$ cat config.mk
export PLATFORM = sky130hd
export DESIGN_NAME = ram_ctl
export DESIGN_NICKNAME = d
export VERILOG_FILES = /design/src/rtl/ram_ctl.sv
export SDC_FILE = /design/constraint.sdc
export NUM_CORES = 1
export LEC_CHECK = 0
export ABC_AREA = 0
export CORE_MARGIN = 2
export CORE_UTILIZATION = 45
export DETAILED_ROUTE_END_ITERATION = 6
export GPL_ROUTABILITY_DRIVEN = 0
export PLACE_DENSITY = 0.88
export SLEW_MARGIN = 25
export SYNTH_ARGS = -nofsm -noshare
export SYNTH_HDL_FRONTEND = slang
export SYNTH_SLANG_ARGS = --single-unit
$ cat constraint.sdc
create_clock -name clock_i -period 2.44 [get_ports clock_i]
set_input_delay 0.488 -clock clock_i [delete_from_list [all_inputs] [get_ports clock_i]]
set_output_delay 0.488 -clock clock_i [all_outputs]
set_load 0.03 [all_outputs]
$ cat src/rtl/ram_ctl.sv
// ram_ctl: two-port round-robin request sequencer for an asynchronous SRAM.
// Each accepted byte access runs SETUP, STROBE (STROBE_CYCLES), HOLD, then a done pulse.
module ram_ctl #(
    parameter int unsigned ADDR_WIDTH    = 16,
    parameter int unsigned DATA_WIDTH    = 8,
    parameter int unsigned STROBE_CYCLES = 2
) (
    input  logic                  clock_i,
    input  logic                  reset_n_i,
    input  logic                  a_valid_i,
    output logic                  a_ready_o,
    input  logic                  a_we_i,
    input  logic [ADDR_WIDTH-1:0] a_addr_i,
    input  logic [DATA_WIDTH-1:0] a_wr_data_i,
    output logic [DATA_WIDTH-1:0] a_rd_data_o,
    output logic                  a_done_o,
    input  logic                  b_valid_i,
    output logic                  b_ready_o,
    input  logic                  b_we_i,
    input  logic [ADDR_WIDTH-1:0] b_addr_i,
    input  logic [DATA_WIDTH-1:0] b_wr_data_i,
    output logic [DATA_WIDTH-1:0] b_rd_data_o,
    output logic                  b_done_o,
    output logic [ADDR_WIDTH-1:0] ram_addr_o,
    output logic [DATA_WIDTH-1:0] ram_data_o,
    input  logic [DATA_WIDTH-1:0] ram_data_i,
    output logic                  ram_data_oe_o,
    output logic                  ram_we_n_o,
    output logic                  ram_oe_n_o
);

    if (STROBE_CYCLES < 1 || STROBE_CYCLES > 15) begin : g_bad_strobe
        $error("ram_ctl: STROBE_CYCLES must be in 1..15");
    end

    typedef enum logic [1:0] {IDLE, SETUP, STROBE, HOLD} state_t;

    state_t                  state_q, state_d;
    logic [3:0]              cnt_q, cnt_d;
    logic                    last_b_q, last_b_d;
    logic                    grant_b_q, grant_b_d;
    logic                    we_q, we_d;
    logic [ADDR_WIDTH-1:0]   addr_q, addr_d;
    logic [DATA_WIDTH-1:0]   wdata_q, wdata_d;
    logic                    we_n_q, we_n_d;
    logic                    oe_n_q, oe_n_d;
    logic                    doe_q, doe_d;
    logic                    a_done_q, a_done_d;
    logic                    b_done_q, b_done_d;
    logic [DATA_WIDTH-1:0]   a_rd_q, a_rd_d;
    logic [DATA_WIDTH-1:0]   b_rd_q, b_rd_d;
    logic                    sel_b;
    logic                    hs;

    // B wins only when A is idle or A was the previous grant.
    assign sel_b     = b_valid_i && (!a_valid_i || !last_b_q);
    assign hs        = (state_q == IDLE) && (a_valid_i || b_valid_i);
    assign a_ready_o = reset_n_i && (state_q == IDLE) && a_valid_i && !sel_b;
    assign b_ready_o = reset_n_i && (state_q == IDLE) && sel_b;

    always_ff @(posedge clock_i or negedge reset_n_i) begin
        if (!reset_n_i) begin
            state_q   <= IDLE;
            cnt_q     <= '0;
            last_b_q  <= 1'b1;
            grant_b_q <= 1'b0;
            we_q      <= 1'b0;
            addr_q    <= '0;
            wdata_q   <= '0;
            we_n_q    <= 1'b1;
            oe_n_q    <= 1'b1;
            doe_q     <= 1'b0;
            a_done_q  <= 1'b0;
            b_done_q  <= 1'b0;
            a_rd_q    <= '0;
            b_rd_q    <= '0;
        end else begin
            state_q   <= state_d;
            cnt_q     <= cnt_d;
            last_b_q  <= last_b_d;
            grant_b_q <= grant_b_d;
            we_q      <= we_d;
            addr_q    <= addr_d;
            wdata_q   <= wdata_d;
            we_n_q    <= we_n_d;
            oe_n_q    <= oe_n_d;
            doe_q     <= doe_d;
            a_done_q  <= a_done_d;
            b_done_q  <= b_done_d;
            a_rd_q    <= a_rd_d;
            b_rd_q    <= b_rd_d;
        end
    end

    always_comb begin
        state_d = state_q;
        cnt_d   = cnt_q;
        case (state_q)
            IDLE:   if (hs) state_d = SETUP;
            SETUP: begin
                state_d = STROBE;
                cnt_d   = 4'(STROBE_CYCLES - 1);
            end
            STROBE: begin
                if (cnt_q == '0) state_d = HOLD;
                else             cnt_d   = cnt_q - 4'd1;
            end
            HOLD:   state_d = IDLE;
            default: state_d = IDLE;
        endcase
    end

    // Strobe/bus registers are computed from the next state so the pins change on the phase edge.
    always_comb begin
        last_b_d  = last_b_q;
        grant_b_d = grant_b_q;
        we_d      = we_q;
        addr_d    = addr_q;
        wdata_d   = wdata_q;
        a_rd_d    = a_rd_q;
        b_rd_d    = b_rd_q;
        if (hs) begin
            last_b_d  = sel_b;
            grant_b_d = sel_b;
            we_d      = sel_b ? b_we_i      : a_we_i;
            addr_d    = sel_b ? b_addr_i    : a_addr_i;
            wdata_d   = sel_b ? b_wr_data_i : a_wr_data_i;
        end
        we_n_d   = !((state_d == STROBE) && we_d);
        oe_n_d   = !((state_d == STROBE) && !we_d);
        doe_d    = (state_d != IDLE) && we_d;
        a_done_d = (state_q == HOLD) && !grant_b_q;
        b_done_d = (state_q == HOLD) && grant_b_q;
        if ((state_q == HOLD) && !we_q) begin
            if (grant_b_q) b_rd_d = ram_data_i;
            else           a_rd_d = ram_data_i;
        end
    end

    assign ram_addr_o    = addr_q;
    assign ram_data_o    = wdata_q;
    assign ram_data_oe_o = doe_q;
    assign ram_we_n_o    = we_n_q;
    assign ram_oe_n_o    = oe_n_q;
    assign a_done_o      = a_done_q;
    assign b_done_o      = b_done_q;
    assign a_rd_data_o   = a_rd_q;
    assign b_rd_data_o   = b_rd_q;

endmodule

Yosys cells after proc, flatten, opt, wreduce, memory -nomap -nowiden:

Cells that the tools add are included.

* add/subtract/negate cells: 1
* multipliers: 0
* div/mod/pow operators: 0
* order comparisons: 0
* equal/unequal tests: 5
* shifts and indexed selects: 0
* multiplexer cells: 9
* bitwise logic cells: 1
* reductions and logical operators: 29

Operator list (number)
* $mux W16: 1
* $logic_and A1 B1 Y1: 12
* $logic_not A1 Y1: 8
* $mux W8: 1
* $pmux W2 S4: 1
* $pmux W4 S2: 1
* $eq A2 B2 Y1 const B: 3
* $reduce_and A2 Y1: 3
* $logic_not A4 Y1: 1
* $mux W2: 2
* $mux W4: 1
* $reduce_bool A2 Y1: 2
* $sub A4 B1 Y4 const B: 1
* $eq A2 B1 Y1 const B: 1
* $logic_not A2 Y1: 1
* $logic_or A1 B1 Y1: 2
* $mux W1: 2
* $ne A2 B2 Y1 const B: 1
* $not A1 Y1: 1

* bits in registers: 54
* bits in latches: 0
* bits in writable memories: 0
* ROM bits: 0
* input port bits: 62
* output and inout port bits: 47
* logic and storage cells: 59
* memories kept: 0

Depth between registers and ports, before layout:

Gate-level depths: netlist (run 1).

* depth in word-level cells: 8
* depth in mapped cells: 7
* gate-level depth less buffers: 6

Least setup slack after synthesis (run 1):

No wires, ideal clock.

* path kind: input port to output port
* start point: input b_valid_i
* end point: output a_ready_o
* arrival: 1.341 ns
* data required time: 1.952 ns
* slack: 0.611 ns
* cell stages on the path: 4
* buffers on the path: 2
* cells stage by stage: a21boi_1 -> buf_4 -> buf_6 -> nor2_1

* word-level cells in the longest chain between the ends: 3

Ends and longest elaborated chain
* start, declared: RTL line 17 `input logic b_valid_i,`
* $logic_and A1 B1 Y1: RTL line 56 `assign sel_b = b_valid_i && (!a_valid_i || !last_b_q);`
* $logic_not A1 Y1: RTL line 58 `assign a_ready_o = reset_n_i && (state_q == IDLE) && a_valid_i && !sel_b;`
* $logic_and A1 B1 Y1: RTL line 58
* end, declared: RTL line 11 `output logic a_ready_o,`

Every way passes these cells.

Final worst setup path (run 1):

* start point: register state_q[0]
* end point: output a_ready_o

* word-level cells in the longest chain between the ends: 4

Ends and longest elaborated chain
* start, declared: RTL line 38 `state_t state_q, state_d;`
* start signal, assigned: RTL line 78 `state_q <= state_d;`
* $logic_not A2 Y1: RTL line 58
* $logic_and A1 B1 Y1 (3 in a row): RTL line 58

Every way passes these cells.

==> flow_summary.yaml, run 1 <==
status:
  outcome: "finished, final reports clean"
clock_network:
  insertion_delay_ns: 0.30
  root_buffer: "clkbuf_8"
  htreeDepth: 2
  path_clk_slew_ns: 0.09
  cts_buffer_depth: 2
  cts_tree: "built"
  ctsResizeCount: 0
  numCtsBuffers: 5
  clock_sinks: 54
floorplan:
  die_area_sq_mm: 0.00608
  fp-row-count: 26
  die_y_microns: 78.0
  pin_count: 109
  coreArea_sq_mm: 0.00520
  chipWidth_microns: 78.0
  initial_core_util_pct: 47.3
grt:
  grt_pass1_wl_microns: 9270
  grt_max_degree: 52
  overflow: 0
  grt_pass1_vias: 2006
  antenna_found_initial: 0
  track_usage_pct: 19.4
timing:
  hold_slack_ns: 0.470
  finalHoldViolCount: 0
  finalSetupViolations: 0
  fin_setup_tns_ns: 0
  period_share_pct: 91.4
  finClkSkew_ns: 0.00977
  worst_slew_pin_slew_ns: 0.630
  relSlewSlack_pct: 58.0
  fmax_mhz: 449
  finalCriticalPeriod_ns: 2.23
  slew_violations: 0
  rsz0062_at_grt: "false"
critical_path:
  cp_max_fo: 9
  worstPathArrival_ns: 1.74
  cp-end-kind: "primary output"
  required_ns: 1.95
  start_kind: "flop"
  worstSetupPathType: "flop to primary output"
route:
  ant_nets: 0
  via_count: 1956
  first_pass_iters: 4
  wire_per_inst_microns: 14.5
  finalWirelength_microns: 5710
  drc: 0
  drt_iter0_drc: 81
  drt-vias-per-instance: 4.96
finish:
  n_antenna_cell: 0
  drive_above_1_share_pct: 12.3
  area_growth_pct: 53.8
  final_cell_mix: "clkdlybuf4s50_1 (105), dfrtp_1 (51), nand2_1 (31)"
  final_common_cell: "clkdlybuf4s50_1"
  nNetsFinal: 391
  fillerInstances: 376
yosys:
  ys_seq_area_share_pct: 55.0
  ys_warn_count: 0
  syn_area_per_cell_sq_um: 11.5
  postSynthNetCount: 282
  synth_cells: 214
  synth-seq-cells: 54
  ys_types: 36
  syn_area_sq_mm: 0.00246
placed_design:
  port-buffer-count: 108
  post-dp-hpwl_microns: 4290
power_and_ir_drop:
  ir_worst_vdd_mv: 0.732
  powerDensity_mw_per_mm2: 1350
  p_leak_nw: 1.65
run:
  maxCapViolCount: 0
min_path:
  hold_class: "flop to flop"
[path summary, 6_finish.rpt]
path / from / end / slack, ns / cells past startpoint
worst max-delay path: state_q[0] / a_ready_o / 0.21 / 5
worst min-delay path: grant_b_q / a_done_o / 0.47 / 1
worst max register to register: state_q[0] / ram_data_oe_o / 0.67 / 5
worst min register to register: grant_b_q / a_done_o / 0.47 / 1
max in group asynchronous: reset_n_i / we_q / 1.05 / 3
min in group asynchronous: reset_n_i / ram_addr_o[14] / 0.54 / 2
[layout make-up]
type                            instances  area [sq um]  share of cell area (%)
Timing Repair Buffer                  114          1140                    30.2
Sequential cell                        54          1360                    35.8
Inverter                                5          18.8                   0.496
Clock buffer                            6          82.6                    2.18
Multi-Input combinational cell        143          1040                    27.4
Tap cell                               70          87.6                    2.31
Clock inverter                          2          60.1                    1.59
[synth_stat cells (all sizes together)]
master | count | share of area, %
and2 | 1 | 0.25
dfrtp | 51 | 52
o21ai | 28 | 5.8
a21o | 1 | 0.30
buf | 7 | 2.0
nor4bb | 1 | 0.41
o31ai | 1 | 0.30
nor3 | 2 | 0.41
and3 | 1 | 0.25
nor2 | 6 | 0.91
nand2b | 4 | 1.0
a211oi | 1 | 0.51
clkbuf | 5 | 0.76
nor3b | 1 | 0.30
mux2i | 26 | 11
a21boi | 1 | 0.30
ha | 6 | 3.0
nand3 | 2 | 0.41
nand4b | 1 | 0.36
a21oi | 2 | 0.41
inv | 5 | 0.76
a31oi | 1 | 0.25
mux2 | 17 | 7.8
nor2b | 3 | 0.76
a2111o | 1 | 0.46
o2bb2ai | 1 | 0.36
or2b | 1 | 0.36
a22o | 1 | 0.36
dfstp | 3 | 3.2
a32o | 1 | 0.41
nand2 | 31 | 4.7
o22a | 1 | 0.36
[critical path: stages, from the launching register on]
cell	delay, ns
dfrtp_1	0.46
inv_1	0.13
ha_1	0.38
nand3_1	0.12
nor2_1	0.19
buf_12	0.15
[stage by stage]
step                setup WS (ns)  util, %  cells  power, W  cell area (sq um)
floorplan                   0.611        -    214   0.00329               2460
global placement            0.240     69.8    385   0.00431               3630
detailed placement          0.183     69.8    385   0.00441               3630
CTS                         0.196     72.7    394   0.00513               3790
global route               0.0606     72.7    394   0.00541               3790
finish                      0.211     72.7    394   0.00509               3790
[registers in the layout, indices dropped and copies added, names as in the netlist]
name	cells
grant_b_q	1
last_b_q	1
b_rd_data_o	8
a_done_o	1
ram_data_oe_o	1
ram_data_o	8
ram_addr_o	16
b_done_o	1
state_q	2
a_rd_data_o	8
we_q	1
ram_we_n_o	1
ram_oe_n_o	1
cnt_q	4
[layer usage]
metal	vias to the layer above	wire length, microns	GRT usage, %
li1	955	-	-
met1	941	2320	22.8
met5	-	0	0
met3	7	241	3.60
met2	53	3070	35.6
met4	0	82	6.49
[logic make-up after synthesis]
family,synth area share (%)
and+or+nand+nor,10.2
DFF,55.0
adders and majority gates,3.05
muxes,18.3
buffers and inverters,3.56
AOI/OAI and AO/OA,9.86
[repair_timing]
item,4_1_cts,5_1_grt
endpoints found under the hold margin,2,0
hold buffers,1,0
buffers inserted,0,0
[where the power goes]
part	switching, W	internal, W	total, W
clock network	0.000282	0.000437	0.000719
logic	0.00153	0.00124	0.00277
registers	0.000257	0.00134	0.00160
total	0.00207	0.00302	0.00509
Power figures use the tool's default switching activity.
==> run 2, diff against run 1 <==
--- a/config.mk
+++ b/config.mk
@@ -10,7 +10,7 @@
 export CORE_UTILIZATION = 45
 export DETAILED_ROUTE_END_ITERATION = 6
 export GPL_ROUTABILITY_DRIVEN = 0
-export PLACE_DENSITY = 0.88
+export PLACE_DENSITY = 0.85
 export SLEW_MARGIN = 25
 export SYNTH_ARGS = -nofsm -noshare
 export SYNTH_HDL_FRONTEND = slang
==> flow_summary.yaml, run 2 (synthesized netlist as in run 1, its figures left out) <==
critical_path:
  r2r-start: "state_q[0]"
  startpoint: "state_q[0]"
  start_kind: "flop"
  cp-end-kind: "primary output"
  rr_worst_depth: 5
  r2r_slack_ns: 0.64
  slowest_delay_ns: 0.45
  cp_max_fo: 9
  r2r-end: "a_rd_data_o[5]"
  cp_slowest_cell: "dfrtp_1"
  path_cells: "inv_1 -> ha_1 -> nand3_1 -> nor2_1 -> buf_4"
  required_ns: 1.95
  critPathTopFamily: "flip-flops"
  worstSetupPathType: "flop to primary output"
  critical_path_buf_inv_count: 2
  worstPathArrival_ns: 1.69
finish:
  drive_above_1_share_pct: 13.2
  fin_cells: 396
  post-route-util_pct: 72.2
  final_common_cell: "clkdlybuf4s50_1"
  nNetsFinal: 393
  finalInstanceArea_sq_mm: 0.00376
  n_antenna_cell: 0
  area_growth_pct: 52.6
  fillerInstances: 378
  final_cell_mix: "clkdlybuf4s50_1 (105), dfrtp_1 (51), nand2_1 (31)"
  largest_reg_flops: 16
clock_network:
  cts_buffer_depth: 2
  root_buffer: "clkbuf_8"
  htreeDepth: 2
  cts-hold-fix-buffers: 0
  path_clk_slew_ns: 0.09
  clock_sinks: 54
  insertion_delay_ns: 0.31
  numCtsBuffers: 5
  ctsResizeCount: 0
  cts_tree: "built"
  post-cts-setup-buffer-count: 0
power_and_ir_drop:
  seqPwrFrac_pct: 31.9
  power_frac_clock_pct: 12.1
  switchingPower_w: 0.00210
  switching_share_pct: 42.1
  p_int_w: 0.00289
  powerDensity_mw_per_mm2: 1330
  ir_worst_vdd_mv: 0.717
  total_power_w: 0.00499
  p_leak_nw: 1.64
  p_comb_share_pct: 56.0
timing:
  finalSetupViolations: 0
  finalCriticalPeriod_ns: 2.18
  fin_setup_tns_ns: 0
  fmax_mhz: 459
  finClkSkew_ns: 0.00779
  period_share_pct: 89.4
  slew_violations: 0
  relSlewSlack_pct: 68.2
  finalHoldViolCount: 0
  worst_slew_pin_slew_ns: 0.477
  rsz0062_at_grt: "false"
route:
  drt_iter0_drc: 122
  wire_per_inst_microns: 15.0
  first_pass_iters: 5
  finalWirelength_microns: 5960
  ant_nets: 0
  drc: 0
  via_count: 1958
  drt-vias-per-instance: 4.94
floorplan:
  die_y_microns: 78.0
  fp-row-count: 26
  pin_count: 109
  coreArea_sq_mm: 0.00520
  chipWidth_microns: 78.0
  die_area_sq_mm: 0.00608
  initial_core_util_pct: 47.3
min_path:
  hold_class: "primary input to async pin"
grt:
  grt_pass1_vias: 2021
  grt_max_degree: 49
  track_usage_pct: 20.2
  overflow: 0
  antenna_found_initial: 0
  grt_pass1_wl_microns: 9540
placed_design:
  place_area_sq_mm: 0.00364
  port-buffer-count: 108
  post-dp-hpwl_microns: 4430
  place_inst: 388
run:
  maxCapViolCount: 0
status:
  outcome: "finished, final reports clean"
## run 2: cell count changes in the layout (fill, tap and decap cells not counted)
cell	before	now
buf_12	2	1
buf_4	5	9
bufinv_16	2	1
clkbuf_8	6	5
clkinvlp_4	0	2
dlygate4sd3_1	1	0
## run 2: layer usage
metal  track usage (%)  share of wire (%)  vias to the layer above
met1              22.9                 39                      928
met2              37.3                 54                       59
li1                  -                  -                      962
met5                 0                  0                        -
met3              5.12                5.3                        9
met4              5.61                1.6                        0
## run 2: cell type report
class                      count  area, sq um  share of cell area (%)
timing repair buffer         116         1140                    30.4
clock buffer                   5         68.8                    1.83
multi-input combinational    143         1040                    27.6
inverter                       5         18.8                   0.500
sequential                    54         1360                    36.1
clock inverter                 3         45.0                    1.20
tap                           70         87.6                    2.33
## run 2: worst max-delay path by stage
stage / endpoint / cells after the start / slack, ns
after floorplan: a_ready_o / 4 / 0.61
after global placement: b_ready_o / 4 / 0.32
after detailed placement: b_ready_o / 4 / 0.30
after CTS: a_ready_o / 5 / 0.25
after global routing: a_ready_o / 5 / 0.09
final: a_ready_o / 5 / 0.26
## run 2: through the flow
stage	setup slack (ns)	hold WS (ns)
3_3_place_gp	0.322	0.451
5_1_grt	0.0943	0.181
3_5_place_dp	0.296	0.469
4_1_cts	0.254	0.162
6_report	0.260	0.162
2_1_floorplan	0.611	0.192
## run 2: power groups by stage
stage | Combinational (W) | Clock [W] | Sequential [W]
after floorplan | 0.00100 | 0 | 0.00229
after global placement | 0.00273 | 0 | 0.00159
after detailed placement | 0.00281 | 0 | 0.00160
after CTS | 0.00282 | 0.000615 | 0.00159
after global routing | 0.00301 | 0.000655 | 0.00165
final | 0.00280 | 0.000604 | 0.00159
==> run 3, diff against run 2 <==
--- a/config.mk
+++ b/config.mk
@@ -5,7 +5,6 @@
 export SDC_FILE = /design/constraint.sdc
 export NUM_CORES = 1
 export LEC_CHECK = 0
-export ABC_AREA = 0
 export CORE_MARGIN = 2
 export CORE_UTILIZATION = 45
 export DETAILED_ROUTE_END_ITERATION = 6
==> results of run 3 <==
Same layout as run 2: the final DEF is identical, and so are final timing and power.
